## src/rtl/data_router_pkg.sv

```systemverilog
// Shared types and widths for the data router command sequencer.
// Command select encodings, controller states and the column field width.
package data_router_pkg;
  localparam int COLW = 28;

  typedef enum logic [1:0] {
    RR = 2'b00,
    BR = 2'b01,
    RP = 2'b10,
    NE = 2'b11
  } rpsel_e;

  typedef enum logic [2:0] {
    S_IDLE,
    S_LOAD,
    S_SWEEP,
    S_WAIT_BLK,
    S_FIN
  } ctrl_state_e;
endpackage

```

## src/rtl/data_router_ctrl_if.sv

```systemverilog
// Command bus from the sequencer to the data router / PE array.
// valid/ready handshake; a command is consumed on cmd_valid & cmd_ready.
interface data_router_ctrl_if;
  import data_router_pkg::*;

  logic            cmd_valid;
  logic            cmd_ready;
  logic [1:0]      bank;
  logic [1:0]      row;
  logic [COLW-1:0] col;
  rpsel_e          rpsel;

  modport master (output cmd_valid, bank, row, col, rpsel, input cmd_ready);
  modport slave  (input cmd_valid, bank, row, col, rpsel, output cmd_ready);
endinterface

```

## src/rtl/data_router_addr_gen.sv

```systemverilog
// Row / column / tile counters for the sequencer, with step/clear controls and end-of-range flags.
// Column counter is one bit wider than the column field so c+STRIDE never wraps.
module data_router_addr_gen
  import data_router_pkg::*;
#(
  parameter int BUFH   = 3,
  parameter int KSIZE  = 3,
  parameter int STRIDE = 1,
  parameter int TILEW  = 16,
  localparam int RW    = (BUFH > 1) ? $clog2(BUFH) : 1
) (
  input  logic             clk,
  input  logic             rst,
  input  logic             cnt_clr,
  input  logic             c_step,
  input  logic             c_clr,
  input  logic             r_step,
  input  logic             r_clr,
  input  logic             t_step,
  input  logic [COLW-1:0]  cols,
  input  logic [TILEW-1:0] tiles,
  output logic [1:0]       row,
  output logic [COLW-1:0]  col,
  output logic             c_last,
  output logic             r_last,
  output logic             t_last
);
  logic [COLW:0]    c_q, c_d;
  logic [RW-1:0]    r_q, r_d;
  logic [TILEW-1:0] tile_q, tile_d;

  always_comb begin
    c_d    = c_q;
    r_d    = r_q;
    tile_d = tile_q;
    if (cnt_clr || c_clr)   c_d = '0;
    else if (c_step)        c_d = c_q + (COLW+1)'(STRIDE);
    if (cnt_clr || r_clr)   r_d = '0;
    else if (r_step)        r_d = r_q + RW'(1);
    if (cnt_clr)            tile_d = '0;
    else if (t_step)        tile_d = tile_q + TILEW'(1);
  end

  always_ff @(posedge clk) begin
    if (rst) begin
      c_q    <= '0;
      r_q    <= '0;
      tile_q <= '0;
    end else begin
      c_q    <= c_d;
      r_q    <= r_d;
      tile_q <= tile_d;
    end
  end

  assign c_last = (c_q + (COLW+1)'(STRIDE)) >= {1'b0, cols};
  assign r_last = (r_q == RW'(KSIZE - 1));
  assign t_last = (tile_q == tiles - TILEW'(1));
  assign row    = 2'(r_q);
  assign col    = c_q[COLW-1:0];
endmodule

```

## src/rtl/data_router_ctrl.sv

```systemverilog
// Data router command sequencer: per tile, KSIZE x (all-bank row load + strided pixel sweep), then wait for blkend.
// Optional DATA_ROUTER_CTRL_PERF_EN adds a saturating stall_cnt output (cycles with cmd_valid & !cmd_ready).
module data_router_ctrl
  import data_router_pkg::*;
#(
  parameter int POY    = 3,
  parameter int BUFH   = 3,
  parameter int BUFW   = 32,
  parameter int KSIZE  = 3,
  parameter int STRIDE = 1,
  parameter int TILEW  = 16
) (
  input  logic                clk,
  input  logic                rst,
  input  logic                start,
  input  logic [COLW-1:0]     cfg_cols,
  input  logic [TILEW-1:0]    cfg_tiles,
  input  logic                blkend,
  output logic                busy,
  output logic                done,
  data_router_ctrl_if.master  cmd
`ifdef DATA_ROUTER_CTRL_PERF_EN
  ,
  output logic [31:0]         stall_cnt
`endif
);
  if (KSIZE > BUFH) begin : g_ksize_chk
    $error("KSIZE must not exceed BUFH");
  end
  if (STRIDE < 1) begin : g_stride_chk
    $error("STRIDE must be at least 1");
  end
  if (POY > 4) begin : g_poy_chk
    $error("bank field is 2 bits wide");
  end

  ctrl_state_e      state_q, state_d;
  logic [COLW-1:0]  cols_q, cols_d;
  logic [TILEW-1:0] tiles_q, tiles_d;
  logic             blk_seen_q, blk_seen_d;
  logic             cmd_valid_q, cmd_valid_d;
  rpsel_e           rpsel_q, rpsel_d;
  logic             busy_q, busy_d;
  logic             done_q, done_d;

  logic accept, row_end;
  logic cnt_clr, c_step, c_clr, r_step, r_clr, t_step;
  logic c_last, r_last, t_last;
  logic [1:0]      row_w;
  logic [COLW-1:0] col_w;

  data_router_addr_gen #(
    .BUFH(BUFH), .KSIZE(KSIZE), .STRIDE(STRIDE), .TILEW(TILEW)
  ) u_addr_gen (
    .clk(clk), .rst(rst), .cnt_clr(cnt_clr),
    .c_step(c_step), .c_clr(c_clr), .r_step(r_step), .r_clr(r_clr), .t_step(t_step),
    .cols(cols_q), .tiles(tiles_q),
    .row(row_w), .col(col_w),
    .c_last(c_last), .r_last(r_last), .t_last(t_last)
  );

  always_comb begin
    state_d     = state_q;
    cols_d      = cols_q;
    tiles_d     = tiles_q;
    blk_seen_d  = blk_seen_q;
    cmd_valid_d = cmd_valid_q;
    rpsel_d     = rpsel_q;
    busy_d      = busy_q;
    done_d      = 1'b0;
    cnt_clr     = 1'b0;
    c_step      = 1'b0;
    c_clr       = 1'b0;
    r_step      = 1'b0;
    r_clr       = 1'b0;
    t_step      = 1'b0;
    row_end     = 1'b0;
    accept      = cmd_valid_q & cmd.cmd_ready;

    // An early blkend is remembered so WAIT_BLK can leave immediately.
    if (blkend && state_q != S_IDLE && state_q != S_WAIT_BLK) blk_seen_d = 1'b1;

    unique case (state_q)
      S_IDLE: if (start) begin
        cols_d  = (cfg_cols > COLW'(BUFW)) ? COLW'(BUFW) : cfg_cols;
        tiles_d = cfg_tiles;
        busy_d  = 1'b1;
        cnt_clr = 1'b1;
        if (cfg_tiles == '0) begin
          state_d = S_FIN;
        end else begin
          state_d     = S_LOAD;
          cmd_valid_d = 1'b1;
          rpsel_d     = RR;
        end
      end
      S_LOAD: if (accept) begin
        if (cols_q == '0) begin
          row_end = 1'b1;
        end else begin
          state_d = S_SWEEP;
          rpsel_d = RP;
        end
      end
      S_SWEEP: if (accept) begin
        if (c_last) row_end = 1'b1;
        else        c_step  = 1'b1;
      end
      S_WAIT_BLK: if (blkend || blk_seen_q) begin
        blk_seen_d = 1'b0;
        t_step     = 1'b1;
        r_clr      = 1'b1;
        if (t_last) begin
          state_d = S_FIN;
        end else begin
          state_d     = S_LOAD;
          cmd_valid_d = 1'b1;
          rpsel_d     = RR;
        end
      end
      S_FIN: begin
        state_d = S_IDLE;
        busy_d  = 1'b0;
        done_d  = 1'b1;
      end
      default: state_d = S_IDLE;
    endcase

    if (row_end) begin
      c_clr   = 1'b1;
      rpsel_d = RR;
      if (r_last) begin
        state_d     = S_WAIT_BLK;
        cmd_valid_d = 1'b0;
      end else begin
        r_step  = 1'b1;
        state_d = S_LOAD;
      end
    end
  end

  always_ff @(posedge clk) begin
    if (rst) begin
      state_q     <= S_IDLE;
      cols_q      <= '0;
      tiles_q     <= '0;
      blk_seen_q  <= 1'b0;
      cmd_valid_q <= 1'b0;
      rpsel_q     <= RR;
      busy_q      <= 1'b0;
      done_q      <= 1'b0;
    end else begin
      state_q     <= state_d;
      cols_q      <= cols_d;
      tiles_q     <= tiles_d;
      blk_seen_q  <= blk_seen_d;
      cmd_valid_q <= cmd_valid_d;
      rpsel_q     <= rpsel_d;
      busy_q      <= busy_d;
      done_q      <= done_d;
    end
  end

  assign cmd.cmd_valid = cmd_valid_q;
  assign cmd.rpsel     = rpsel_q;
  assign cmd.bank      = 2'b00;
  assign cmd.row       = row_w;
  assign cmd.col       = col_w;
  assign busy          = busy_q;
  assign done          = done_q;

`ifdef DATA_ROUTER_CTRL_PERF_EN
  logic [31:0] stall_cnt_q, stall_cnt_d;

  always_comb begin
    stall_cnt_d = stall_cnt_q;
    if (state_q == S_IDLE && start)
      stall_cnt_d = '0;
    else if (cmd_valid_q && !cmd.cmd_ready && stall_cnt_q != 32'hFFFF_FFFF)
      stall_cnt_d = stall_cnt_q + 32'd1;
  end

  always_ff @(posedge clk) begin
    if (rst) stall_cnt_q <= '0;
    else     stall_cnt_q <= stall_cnt_d;
  end

  assign stall_cnt = stall_cnt_q;
`endif
endmodule

```

## src/flat_wrapper.sv

```systemverilog
// flat-port wrapper written by rule: the top's interface ports become plain ports
module data_router_ctrl_flat import data_router_pkg::*;
#(
  parameter int POY    = 3,
  parameter int BUFH   = 3,
  parameter int BUFW   = 32,
  parameter int KSIZE  = 3,
  parameter int STRIDE = 1,
  parameter int TILEW  = 16
)
  (clk, rst, start, cfg_cols, cfg_tiles, blkend, busy, done, cmd_cmd_valid, cmd_bank, cmd_row, cmd_col, cmd_rpsel, cmd_cmd_ready);
  data_router_ctrl_if cmd_i ();
  input  logic clk;
  input  logic rst;
  input  logic start;
  input  logic [COLW-1:0] cfg_cols;
  input  logic [TILEW-1:0] cfg_tiles;
  input  logic blkend;
  output logic busy;
  output logic done;
  output wire logic [$bits(cmd_i.cmd_valid)-1:0] cmd_cmd_valid;
  output wire logic [$bits(cmd_i.bank)-1:0] cmd_bank;
  output wire logic [$bits(cmd_i.row)-1:0] cmd_row;
  output wire logic [$bits(cmd_i.col)-1:0] cmd_col;
  output wire logic [$bits(cmd_i.rpsel)-1:0] cmd_rpsel;
  input wire logic [$bits(cmd_i.cmd_ready)-1:0] cmd_cmd_ready;
  assign cmd_cmd_valid = cmd_i.cmd_valid;
  assign cmd_bank = cmd_i.bank;
  assign cmd_row = cmd_i.row;
  assign cmd_col = cmd_i.col;
  assign cmd_rpsel = cmd_i.rpsel;
  assign cmd_i.cmd_ready = cmd_cmd_ready;
  data_router_ctrl #(.POY(POY), .BUFH(BUFH), .BUFW(BUFW), .KSIZE(KSIZE), .STRIDE(STRIDE), .TILEW(TILEW)) u_core (.clk(clk), .rst(rst), .start(start), .cfg_cols(cfg_cols), .cfg_tiles(cfg_tiles), .blkend(blkend), .busy(busy), .done(done), .cmd(cmd_i));
endmodule
```

## config.mk

```make
export PLATFORM = sky130hd
export DESIGN_NAME = data_router_ctrl_flat
export DESIGN_NICKNAME = d
export VERILOG_FILES = /design/src/rtl/data_router_pkg.sv /design/src/rtl/data_router_ctrl_if.sv /design/src/rtl/data_router_addr_gen.sv /design/src/rtl/data_router_ctrl.sv /design/src/flat_wrapper.sv
export SDC_FILE = /design/constraint.sdc
export NUM_CORES = 1
export LEC_CHECK = 0
export CAP_MARGIN = 20
export CORE_ASPECT_RATIO = 0.5
export CORE_MARGIN = 2
export CORE_UTILIZATION = 60
export DETAILED_ROUTE_END_ITERATION = 10
export PLACE_DENSITY = 0.95
export SLEW_MARGIN = 20
export SYNTH_ARGS = -nofsm -noshare
export SYNTH_HDL_FRONTEND = slang
export SYNTH_SLANG_ARGS = --single-unit
```

## constraint.sdc

```tcl
create_clock -name clk -period 12.3 [get_ports clk]
set_input_delay 1.845 -clock clk [delete_from_list [all_inputs] [get_ports clk]]
set_output_delay 1.845 -clock clk [all_outputs]
set_load 0.02 [all_outputs]
```

# == Word-level counts from Yosys, hierarchy flattened ==
# Cells that the tools add are included.
# op_classes
n_addsub,4
magnitude_cmp,2
eq_ne,18
mux,45
n_bitwise,1
reduce_logical,19
# op_table
op,n
29-bit by 1-bit adder with 29-bit output (second input constant),1
29-bit by 28-bit greater-or-equal comparator with 1-bit output,1
28-bit by 6-bit > comparator with 1-bit output (second input constant),1
28-bit logical NOT,1
28-bit two-way mux,1
1-bit two-way mux,25
3-bit two-way mux,7
16-bit by 1-bit adder with 16-bit output (second input constant),1
16-bit == test,1
16-bit logical NOT,1
16-bit by 1-bit subtractor with 16-bit output (second input constant),1
2-bit two-way mux,7
3-bit case mux with 4 select lines,1
3-bit by 2-bit != test with 1-bit output (second input constant),3
2-bit != test (second input constant),4
2-bit OR reduction,4
7-bit AND reduction,1
3-bit by 2-bit == test with 1-bit output (second input constant),2
2-bit by 1-bit != test with 1-bit output (second input constant),3
3-bit by 1-bit != test with 1-bit output (second input constant),2
1-bit case mux with 2 select lines,3
2-bit case mux with 3 select lines,1
3-bit nonzero test,2
5-bit AND reduction,1
other kinds (10),14
# word_totals
regBits,100
elab_cells,100

# == Logic depth before layout (Yosys ltp) ==
# depth
word_depth,8
depth_mapped,19

# == Cells and area by module ==
# From an unflattened synthesis, not the netlist that was laid out.
# hier_totals
cells_unflattened,717
area_unflattened_um2,5905.7
# modules_own_cells
mod,instances,cells_per_inst,area_each_um2,seq_area_each_um2
data_router_addr_gen,1,481,3841.2,940.9
data_router_ctrl,1,236,2064.5,1041.0

# == Worst setup path before layout ==
# No wires, ideal clock.
# synth_timing
path_kind,reg-to-reg
startpoint,register u_core.u_addr_gen.c_q[0]
endpoint,register u_core.u_addr_gen.c_q[19]
setup_ns,0.070
t_arrival_ns,4.412
required_time_ns,12.230
path_slack_ns,7.817
stages_incl_launch_ff,18
path_buffers,3
period_less_slack_ns,4.483
cell_sequence,dfxtp_1 ha_1 nand3_2 or4_4 buf_6 or2_1 buf_6 or4_4 xnor2_1 ha_1 a21oi_1 o21ai_0 o21ai_0 a31oi_1 or4_1 clkbuf_1 or4_1 a21oi_1
# synth_between
elab_chain_cells,8
# synth_lines
element,line,rtl
from (decl),data_router_addr_gen.sv:28,"logic [COLW:0] c_q, c_d;"
from (signal assigned),data_router_addr_gen.sv:46,c_q <= '0;
from (signal assigned),data_router_addr_gen.sv:50,c_q <= c_d;
29-bit by 1-bit adder with 29-bit output *,"data_router_addr_gen.sv:37, data_router_addr_gen.sv:56",
29-bit by 28-bit greater-or-equal comparator with 1-bit output,data_router_addr_gen.sv:56,"assign c_last = (c_q + (COLW+1)'(STRIDE)) >= {1'b0, cols};"
1-bit two-way mux,data_router_ctrl.sv:106,if (c_last) row_end = 1'b1;
1-bit two-way mux,data_router_ctrl.sv:105,S_SWEEP: if (accept) begin
1-bit case mux with 2 select lines,data_router_ctrl.sv:83,unique case (state_q)
1-bit two-way mux,data_router_ctrl.sv:129,if (row_end) begin
1-bit logical OR,data_router_addr_gen.sv:36,if (cnt_clr || c_clr) c_d = '0;
2-bit OR reduction (no line),--,
# Every way passes the cells marked *; elsewhere a longest branch is shown, timed or not.
# A chain may end at the register's enable or synchronous reset.

# == Worst setup path after layout ==
# layout_timing
startpoint,register u_core.u_addr_gen.c_q[0]
endpoint,register u_core.u_addr_gen.c_q[9]
# The elaborated chain is that of the path after synthesis.

==> flow_summary.toml <==
[run_status]
status = "finished, final reports clean"

[place]
gp_congestion = 0.943
port_buffers = 82
dp_slack_ns = 7.03
hpwl_mm = 10.9

[clock_network]
post_cts_buffers = 0
root_buffer = "clkbuf_16"
cts.path.max_buffers = 2
cts.sinks = 99
clk_pin_slew_ns = 0.07
insertion_delay_ns = 0.35
htreeDepth = 3
postCtsHoldBufs = 0
cts_buffers = 9
cts_tree = "done"
postCtsResizedCells = 0

[global_route]
grt_overflow = 0
antenna_found_initial = 0
grt_pass1_vias = 5202
grt_max_degree = 54
grt_pass1_wl_mm = 24.3
grt_usage_pct = 27.8

[sta]
drv_slew = 0
finalWorstSetupSlack_ns = 7.22
max_freq_mhz = 197
worst-slew-pin-transition_ns = 1.05
fin_worst_skew_ns = 0.00924
hold_violations = 0
grt_setup_unrepaired = "no"
relSlewSlack_pct = 29.6
finalCritPeriodShare_pct = 41.3
finalSetupTns_ns = 0
setup-violations-final = 0
holdWs_ns = 0.470
min_period_ns = 5.08

[layout]
fillers = 721
finalNetCount = 865
seqCellArea_um2 = 1980
area_growth_pct = 15.3
multiInputGateArea_um2 = 3500
diodes = 0
drive_gt1_share_pct = 4.06

[die]
fp.coreArea_um2 = 9600
ios = 86
fp.dieArea_um2 = 10900
die_h_um = 74.8
initial_utilization_pct = 62.7
row_count = 25
die_w_um = 146

[logic_synthesis]
ys_types = 57
async_flop_share_pct = 0
synth_area_per_cell_um2 = 8.00
synth_top_cell_by_area = "dfxtp_1"
synth_area_leaders = "dfxtp_1, ha_1, xnor2_1"
synth_warnings = 0
ys_ff_latch = 99
netlist_area_um2 = 6020
yosysSeqAreaShare_pct = 32.9
synth_top_area_share_pct = 32.9
ys.flop_type = "dfxtp_1"
synthCells = 752
synth_edf_count = 0

[job]
cap_violations = 0

[drt]
drc = 0
drtPass1Iterations = 5
finalWirelength_mm = 15.2
num_vias = 5643
wire_per_inst_um = 16.5
ant_nets = 0
viasPerCell = 6.11
drt_iter0_drc = 346

[power]
power_mw = 0.889
ir_worst_vdd_mv = 0.0705
p_per_area_nw_per_um2 = 128
p_leak_nw = 2.36

[hold_path]
hold_depth = 2
hold_class = "flop to flop"

[worst_setup_path]
startpoint_type = "flop"
r2r_cells = 14
worst-setup-path-type = "flop to flop"
path_cells = "ha_1 > nand3_2 > or4_4 > or2_1 > nor2_1 > nand2_1 > xnor2_1 > ha_1 > nand4_1 > o41a_1 > a31oi_1 > o41a_1 > nand2b_2 > a21oi_1"
cp_num_cells = 14
slowest_stage = "or4_4"
crit_arrival_ns = 5.29
critPathTopFamily = "simple AND/OR/NAND/NOR gates"
critical_path_buf_inv_count = 0
worst_path_largest_cell_delay_ns = 0.63
cp_max_fo = 29
end_kind = "flop"
cp.required_ns = 12.51
synthesized netlist by cell type (all sizes together), types with 3 or more instances:
master / n
or3: 11
xnor2: 41
a21o: 4
and2: 9
o31ai: 25
and3: 8
or4: 32
ha: 32
and4: 7
nor2b: 4
nand3b: 3
nand3: 26
nor4: 18
o21ai: 18
or2: 6
inv: 39
nor2: 64
nand2b: 5
a211oi: 8
a21oi: 62
nor3: 15
nand4: 17
nand2: 70
nor4b: 5
dfxtp: 99
clkbuf: 26
a31oi: 6
buf: 42
xor2: 19
layer usage:
metal	share of wire (%)	GRT usage (%)	wire length [um]	vias to the layer above
li1	-	-	-	2732
met1	43	33.4	6520	2691
met2	48	50.0	7340	186
met3	6.7	7.15	1010	34
met4	2.3	9.91	345	0
met5	0	0	0	-
power breakdown:
group / internal (mW) / total [mW] / switching (mW)
sequential: 0.339 / 0.367 / 0.0280
clock: 0.157 / 0.281 / 0.123
combinational: 0.0967 / 0.241 / 0.145
total: 0.593 / 0.889 / 0.296
flip-flops by register name, indices dropped and copies added (netlist names):
signal	count
u_core.done	1
u_core.u_addr_gen.tile_q	16
u_core.blk_seen_q	1
u_core.cols_q	28
u_core.busy	1
u_core.state_q	3
u_core.cmd.cmd_valid	1
u_core.cmd.rpsel	1
u_core.u_addr_gen.row	2
u_core.tiles_q	16
u_core.u_addr_gen.c_q	29
layout by cell type, fill, tap and decap left out, types with 30 or more instances in the layout:
cell,n
dfxtp_1,99
clkdlybuf4s50_1,82
nand2_1,70
nor2_1,64
a21oi_1,62
xnor2_1,41
inv_1,39
ha_1,32
or4_1,30
final cells by class:
type / count / area share, %
Clock buffer: 11 / 3.35
Clock inverter: 5 / 0.775
Inverter: 39 / 2.11
Multi-Input combinational cell: 548 / 50.4
Sequential cell: 99 / 28.6
Tap cell: 135 / 2.43
Timing Repair Buffer: 87 / 12.3
worst register-to-register path: cells and delay by family (launching register included):
| kind | cells | cell delay, ns |
|---|---|---|
| simple gates | 7 | 2.25 |
| compound gates | 4 | 1.52 |
| fa+ha+maj | 2 | 0.58 |
| flops | 1 | 0.43 |
| xor+xnor | 1 | 0.16 |
final timing paths:
check / startpoint / end / slack [ns]
worst min register to register: u_core.cols_q[26]$_SDFFE_PP0P_ / u_core.cols_q[26]$_SDFFE_PP0P_ / 0.47
worst min-delay path: u_core.cols_q[26]$_SDFFE_PP0P_ / u_core.cols_q[26]$_SDFFE_PP0P_ / 0.47
worst max register to register: u_core.u_addr_gen.c_q[0]$_SDFFE_PP0P_ / u_core.u_addr_gen.c_q[9]$_SDFFE_PP0P_ / 7.22
worst max-delay path: u_core.u_addr_gen.c_q[0]$_SDFFE_PP0P_ / u_core.u_addr_gen.c_q[9]$_SDFFE_PP0P_ / 7.22
stage by stage:
stage	area (um^2)	util (%)	instances
floorplan	6030	-	754
global placement	6650	69.2	907
detailed placement	6650	69.2	907
CTS	6930	72.2	923
global route	6940	72.3	924
finish	6940	72.3	924
kinds of logic (layout without fill, tap and decap cells):
group | count (synthesis) | count (layout) | share of synthesized area [%]
XOR/XNOR | 60 | 60 | 8.73
other | 1 | 3 | 0.0623
AND/OR/NAND/NOR | 304 | 304 | 26.8
buffers and inverters | 107 | 142 | 9.09
flip-flops | 99 | 99 | 32.9
adder cells (fa/ha/maj) | 32 | 32 | 6.65
AO/OA/AOI/OAI | 149 | 149 | 15.7
(Power assumes the default switching activity.)
